$ cat src/rtl/regfile_sb.sv
// regfile_sb: parametrised 2-read/1-write register file with an init sweep
// (stack pointer preset), a per-register busy scoreboard and an optional
// hardwired zero register.
// Optional feature macro: REGFILE_BYPASS_EN forwards the write port to the
// read ports in the same cycle.
module regfile_sb #(
   parameter int unsigned DATA_W   = 32,
   parameter int unsigned ADDR_W   = 5,
   parameter int unsigned SP_IDX   = 29,
   parameter int unsigned SP_INIT  = 252,
   parameter int unsigned ZERO_REG = 1
) (
   input  logic              elk,
   input  logic              nrst,
   output logic              init_done,
   input  logic              wr_en,
   input  logic [ADDR_W-1:0] wr_addr,
   input  logic [DATA_W-1:0] wr_data,
   input  logic              bsy_set,
   input  logic [ADDR_W-1:0] bsy_addr,
   input  logic [ADDR_W-1:0] rd_addrA,
   output logic [DATA_W-1:0] rd_dataA,
   output logic              rd_validA,
   input  logic [ADDR_W-1:0] rd_addrB,
   output logic [DATA_W-1:0] rd_dataB,
   output logic              rd_validB
);

   localparam int unsigned       DEPTH  = 2 ** ADDR_W;
   localparam logic [DATA_W-1:0] SP_VAL = DATA_W'(SP_INIT);
   localparam logic [ADDR_W-1:0] SP_A   = ADDR_W'(SP_IDX);
   localparam logic              ZR     = (ZERO_REG != 0);

   typedef enum logic {INIT, RUN} state_t;

   state_t            state;
   logic [ADDR_W-1:0] idx;
   logic [DEPTH-1:0]  busy;
   logic [DEPTH-1:0]  busy_nxt;
   logic [DATA_W-1:0] mem [DEPTH];
   logic              wr_ok;
   logic              bsy_ok;

   // Writes and busy-sets to register 0 are dropped when it is hardwired.
   assign wr_ok  = wr_en   && !(ZR && (wr_addr  == '0));
   assign bsy_ok = bsy_set && !(ZR && (bsy_addr == '0));

   // Scoreboard update: a write retires the producer, a same-edge set wins.
   always_comb begin
      busy_nxt = busy;
      if (wr_ok)  busy_nxt[wr_addr]  = 1'b0;
      if (bsy_ok) busy_nxt[bsy_addr] = 1'b1;
   end

   // Sequencer: reset restarts the sweep, INIT walks every index, RUN tracks busy.
   always_ff @(posedge elk) begin
      if (nrst) begin
         state     <= INIT;
         idx       <= '0;
         init_done <= 1'b0;
         busy      <= '0;
      end else if (state == INIT) begin
         idx <= idx + ADDR_W'(1);
         if (idx == ADDR_W'(DEPTH - 1)) begin
            state     <= RUN;
            init_done <= 1'b1;
         end
      end else begin
         busy <= busy_nxt;
      end
   end

   // Array: the sweep owns the write port during INIT, writeback owns it in RUN.
   always_ff @(posedge elk) begin
      if (!nrst) begin
         if (state == INIT)
            mem[idx] <= (idx == SP_A) ? SP_VAL : '0;
         else if (wr_ok)
            mem[wr_addr] <= wr_data;
      end
   end

   // Read port A: blanked during INIT, zero register, optional forwarding.
   always_comb begin
      rd_dataA  = '0;
      rd_validA = 1'b0;
      if (state == RUN) begin
         rd_dataA  = mem[rd_addrA];
         rd_validA = ~busy[rd_addrA];
         if (ZR && (rd_addrA == '0)) begin
            rd_dataA  = '0;
            rd_validA = 1'b1;
         end
`ifdef REGFILE_BYPASS_EN
         else if (wr_ok && (rd_addrA == wr_addr)) begin
            rd_dataA  = wr_data;
            rd_validA = ~(bsy_ok && (bsy_addr == wr_addr));
         end
`endif
      end
   end

   // Read port B: same behaviour as port A.
   always_comb begin
      rd_dataB  = '0;
      rd_validB = 1'b0;
      if (state == RUN) begin
         rd_dataB  = mem[rd_addrB];
         rd_validB = ~busy[rd_addrB];
         if (ZR && (rd_addrB == '0)) begin
            rd_dataB  = '0;
            rd_validB = 1'b1;
         end
`ifdef REGFILE_BYPASS_EN
         else if (wr_ok && (rd_addrB == wr_addr)) begin
            rd_dataB  = wr_data;
            rd_validB = ~(bsy_ok && (bsy_addr == wr_addr));
         end
`endif
      end
   end

endmodule
$ cat config.mk
export PLATFORM = sky130hd
export DESIGN_NAME = regfile_sb
export DESIGN_NICKNAME = d
export VERILOG_FILES = /design/src/rtl/regfile_sb.sv
export SDC_FILE = /design/constraint.sdc
export NUM_CORES = 1
export LEC_CHECK = 0
export CAP_MARGIN = 10
export CORE_MARGIN = 2
export CORE_UTILIZATION = 40
export CTS_CLUSTER_DIAMETER = 80
export DETAILED_ROUTE_END_ITERATION = 16
export HOLD_SLACK_MARGIN = 0.1
export PLACE_DENSITY = 0.66
export SLEW_MARGIN = 30
export SYNTH_ARGS = -nofsm -noshare
export SYNTH_HDL_FRONTEND = slang
export SYNTH_SLANG_ARGS = --single-unit
export TNS_END_PERCENT = 30
$ cat constraint.sdc
create_clock -name elk -period 7.7 [get_ports elk]
set_clock_uncertainty 0.1 [all_clocks]
set_input_delay 1.155 -clock elk [delete_from_list [all_inputs] [get_ports elk]]
set_output_delay 1.155 -clock elk [all_outputs]
set_load 0.05 [all_outputs]
Word-level counts from Yosys, hierarchy flattened
Memory sizes are Yosys's and may differ from the RTL's. Cells that the tools add are included.

ROM bits: 0. RAM bits: 1024. Output and inout port bits: 67. Bits of input ports: 56. Bits in registers: 39. Memories kept: 1. Logic and storage cells: 63. Bits in latches: 0.

Memories: mem (depth 32, bits a word 32, read ports 2, clocked after memory_dff 0, write ports 1, RTL line 40) `logic [DATA_W-1:0] mem [DEPTH];`.

Reduce and logical (&&, ||, !) cells: 12. Divide/modulo/power cells: 0. Equality and inequality tests: 2. Multipliers: 0. Muxes and demuxes: 31. Order comparisons: 6. Shifts and indexed selects: 0. Add/sub/neg operators: 1. Bitwise gates (word level): 6.

Operators by type and width (count): two-way mux 32 bit (7); AND 32 bit (1); inverter 32 bit (1); OR 32 bit (1); OR reduction 32 bit (1); less-than comparator 5 x 6 -> 1 bit (second input constant) (4); zero test 5 bit (4); two-way mux 1 bit (18); binary-select mux 1 bit (select 5 bit) (2); demux 1 bit (select 5 bit) (2); == test 5 bit (second input constant) (2); greater-or-equal comparator 5 x 1 -> 1 bit (second input constant) (2); two-way mux 8 bit (1); adder 5 x 1 -> 5 bit (second input constant) (1); two-way mux 5 bit (1); logical AND 1 bit (4); inverter 1 bit (3); zero test 1 bit (2); AND reduction 2 bit (1).

Logic depth before layout (Yosys ltp)
Depth in word-level cells: 9. Mapped depth: 9. Gate-level depth less buffers: 5.

Worst setup path before layout
Ideal clock, no wire load.

Kind: input-to-reg. Start point: in nrst. End point: mem mem[13][0] (enable). Arrival: 4563 ps. Stages on the path: 6. Setup slack: 2576 ps. Data required time: 7139 ps. Library setup time: 461 ps. Path buffers: 2. Cell sequence: clkbuf_1 a211oi_2 buf_2 mux2i_1 nand2_1 nor3_1.

Longest elaborated chain between the ends: 4. Elaborated cells between the ends (all ways): 7. Those cells by class: 6 x mux; 1 x reduce/logical.

RTL lines: from (decl) (RTL line 14) `input logic nrst,`; two-way mux 1 bit (RTL line 75) `if (!nrst) begin`; two-way mux 1 bit (implied by the code) (RTL line 79) `mem[wr_addr] <= wr_data;`; OR reduction 32 bit (no source line); two-way mux 5 bit (no source line) or two-way mux 1 bit (tied branches); to (decl) (RTL line 40).

Several ways; a longest one is shown, not always the timed one.

Worst setup path after layout
Start point: in rd_addrB[2]. End point: out rd_dataB[21].

Longest elaborated chain between the ends: 3. Elaborated cells between the ends (all ways): 4. Those cells by class: 2 x mux; 1 x reduce/logical; 1 x memory.

RTL lines: from (decl) (RTL line 24) `input logic [ADDR_W-1:0] rd_addrB,`; memory read (32 x 32 bit) or zero test 5 bit (tied branches); two-way mux 32 bit (*) (RTL line 110) `if (ZR && (rd_addrB == '0)) begin`; two-way mux 32 bit (*) (RTL line 107) `if (state == RUN) begin`; to (decl) (RTL line 25) `output logic [DATA_W-1:0] rd_dataB,`.

Mark *: on every way between the ends. The rest lies on a longest branch, timed or not.

==> flow_metrics.py <==
metrics = {
    "floorplan": {
        "rows": 129,
        "io_pins": 123,
        "core_mm2": 0.123,
        "die_w_um": 356,
        "die_h_um": 356,
        "start_util_pct": 40.2,
        "die-area_mm2": 0.127,
    },
    "logic_synthesis": {
        "synth-async-reset-ratio_pct": 0,
        "yosysUniqueCellTypes": 38,
        "syn_nets": 2442,
        "yosysSeqAreaShare_pct": 63.5,
        "ys.flop_type": "edfxtp_1",
        "ys_seq_elements": 1063,
        "postSynthCellCount": 2383,
        "synth_edf_count": 1024,
        "synth_area_mm2": 0.0496,
        "avgSynthCellArea_um2": 20.8,
        "yosys_warnings": 0,
    },
    "clock_network": {
        "root_buffer": "clkbuf_16",
        "clkSlewWorstSetupHoldPaths_ps": 50,
        "clock_latency_ps": 690,
        "htree_levels": 3,
        "numCtsBuffers": 108,
        "cts_max_path_buffers": 3,
        "post_cts_buffers": 0,
        "holdBufCountCts": 0,
        "clock-sinks": 1063,
        "cts_tree": "built",
        "cts_resized": 0,
    },
    "setup_path": {
        "setup.worst_path.start_class": "input port",
        "end_kind": "output port",
        "cp.required_ps": 6440,
        "worst-path-max-fanout": 30,
        "reg2reg_depth": 7,
        "arrival_ps": 4810,
        "critical_path_class": "input port to output port",
    },
    "sta": {
        "report.final.slew_viol_count": 0,
        "worst_pin_slew_ps": 1030,
        "whs_ps": 387,
        "relSlewSlack_pct": 31.1,
        "setup_violations": 0,
        "finalHoldViolCount": 0,
        "rsz0062_at_grt": "false",
        "period_share_pct": 78.8,
        "fmax_mhz": 165,
        "finalSetupTns_ps": 0,
        "min_period_ps": 6060,
        "worst_slack_ps": 1640,
    },
    "power_and_ir_drop": {
        "p_per_area_mw_per_mm2": 215,
        "irDropWorstVdd_v": 0.000201,
        "finalPower_mw": 12.2,
        "leakage_nw": 19.3,
    },
    "run": {
        "cap_violations": 0,
    },
    "placement": {
        "place_hpwl_um": 87400,
        "dp.cells": 4050,
        "gp_congestion": 0.858,
        "port_buffers": 122,
        "pre_cts_slack_ps": 1690,
        "placed_area_mm2": 0.0533,
    },
    "global_routing": {
        "antenna_found_initial": 3,
        "grtUsageTotal_pct": 23.2,
        "grt_max_degree": 101,
        "grt_pass1_vias": 28600,
        "grt_pass1_wl_um": 209000,
        "grt_overflow": 0,
    },
    "finish": {
        "final_cells": 4257,
        "fillers": 10100,
        "fin_util_pct": 46.0,
        "nNetsFinal": 2585,
        "areaGrowthSynthToFinish_pct": 14.5,
        "drive_above_1_share_pct": 37.5,
        "design_area_mm2": 0.0568,
    },
    "route": {
        "wire_per_inst_um": 34.5,
        "num_vias": 27700,
        "dr.pass1.iters": 6,
        "drtIter0Drc": 3923,
        "drc_errors": 0,
        "ant_nets": 0,
        "via_per_inst": 6.50,
        "wirelength_um": 147000,
    },
    "worst_hold_path": {
        "hp-class": "flop to flop",
        "worstHoldPathCells": 1,
    },
    "run_status": {
        "status": "finished clean",
    },
}
==> where the power goes <==
part / internal (mW) / total, mW / switching (mW)
sequential: 6.28 / 6.29 / 0.0138
clock: 2.93 / 5.18 / 2.26
combinational: 0.330 / 0.725 / 0.395
==> synth_stat cells, types with 3 or more instances <==
library cell | n | area share, %
ha_1 | 3 | 0.076
mux4_2 | 652 | 30
nor3_1 | 9 | 0.091
nor2b_1 | 5 | 0.063
o21ai_0 | 31 | 0.31
nor2_1 | 48 | 0.36
a21oi_1 | 37 | 0.37
nand2_1 | 51 | 0.39
buf_6 | 21 | 0.48
a21o_1 | 6 | 0.091
edfxtp_1 | 1024 | 62
buf_4 | 15 | 0.23
o21ai_1 | 65 | 0.66
or2_2 | 3 | 0.038
inv_1 | 68 | 0.51
nand3_1 | 80 | 0.81
a31oi_1 | 4 | 0.050
nand4_1 | 3 | 0.038
dfxtp_1 | 39 | 1.6
and2_1 | 26 | 0.33
clkbuf_1 | 85 | 0.64
nand2b_1 | 5 | 0.063
mux2_2 | 5 | 0.11
buf_2 | 37 | 0.37
buf_1 | 24 | 0.18
and3_1 | 3 | 0.038
nand3b_1 | 3 | 0.045
mux2i_1 | 18 | 0.36
==> logic make-up after synthesis <==
logic type,after synthesis,share of synthesized area (%)
adder cells (fa/ha/maj),3,0.0756
buffers and inverters,251,2.42
AO/OA/AOI/OAI,147,1.56
flip-flops,1063,63.5
AND/OR/NAND/NOR,242,2.34
multiplexers,675,30.1
XOR/XNOR,2,0.0353
==> sequential cells by signal (all words and copies together) (netlist names) <==
signal     count
idx            5
state          1
mem         1024
init_done      1
busy          32
==> metal layers <==
layer	track usage (%)	vias to the layer above	share of wire, %
met5	0	-	0.014
met4	6.55	4	2.6
met3	8.40	251	14
met2	35.0	1941	46
met1	31.9	14900	38
li1	-	10600	-
==> final cells by class <==
class | count | area (um2) | area share [%]
sequential | 1063 | 31500 | 55.5
multi-input combinational | 1069 | 17200 | 30.2
clock buffer | 132 | 2890 | 5.08
timing repair buffer | 215 | 2360 | 4.15
tap | 1637 | 2050 | 3.60
clock inverter | 71 | 564 | 0.993
inverter | 69 | 264 | 0.464
antenna | 1 | 2.50 | 0.00440
==> worst paths after layout <==
kind / startpoint / slack (ps) / endpoint
max: rd_addrB[2] / 1640 / rd_dataB[21]
min: busy[0] / 390 / busy[0]
max reg2reg: state / 3570 / mem[26][10]
min reg2reg: busy[0] / 390 / busy[0]
==> cell usage in the layout, fill, tap and decap left out, drive strengths merged, types with 3 or more instances in the layout <==
cell type and instances:
and2 26, nor3 9, nand2 51, bufinv 8, nor2 48, a21oi 37, a21o 6, dfxtp 39
nand3b 3, o21ai 96, nand2b 5, or2 3, and3 3, mux2i 18, mux4 652, nand3 80
clkinvlp 6, clkdlybuf4s50 113, edfxtp 1024, mux2 5, ha 3, clkbuf 132, inv 72, clkinv 54
nand4 3, a31oi 4, nor2b 5, buf 102
==> worst max-delay path, cell delays in order <==
cell             delay [ps]
buf_6                   370
buf_4                   780
buf_4                   620
mux4_2                  320
inv_1                    50
o21ai_1                 520
clkdlybuf4s50_1         940
Power figures use the tool's default switching activity.
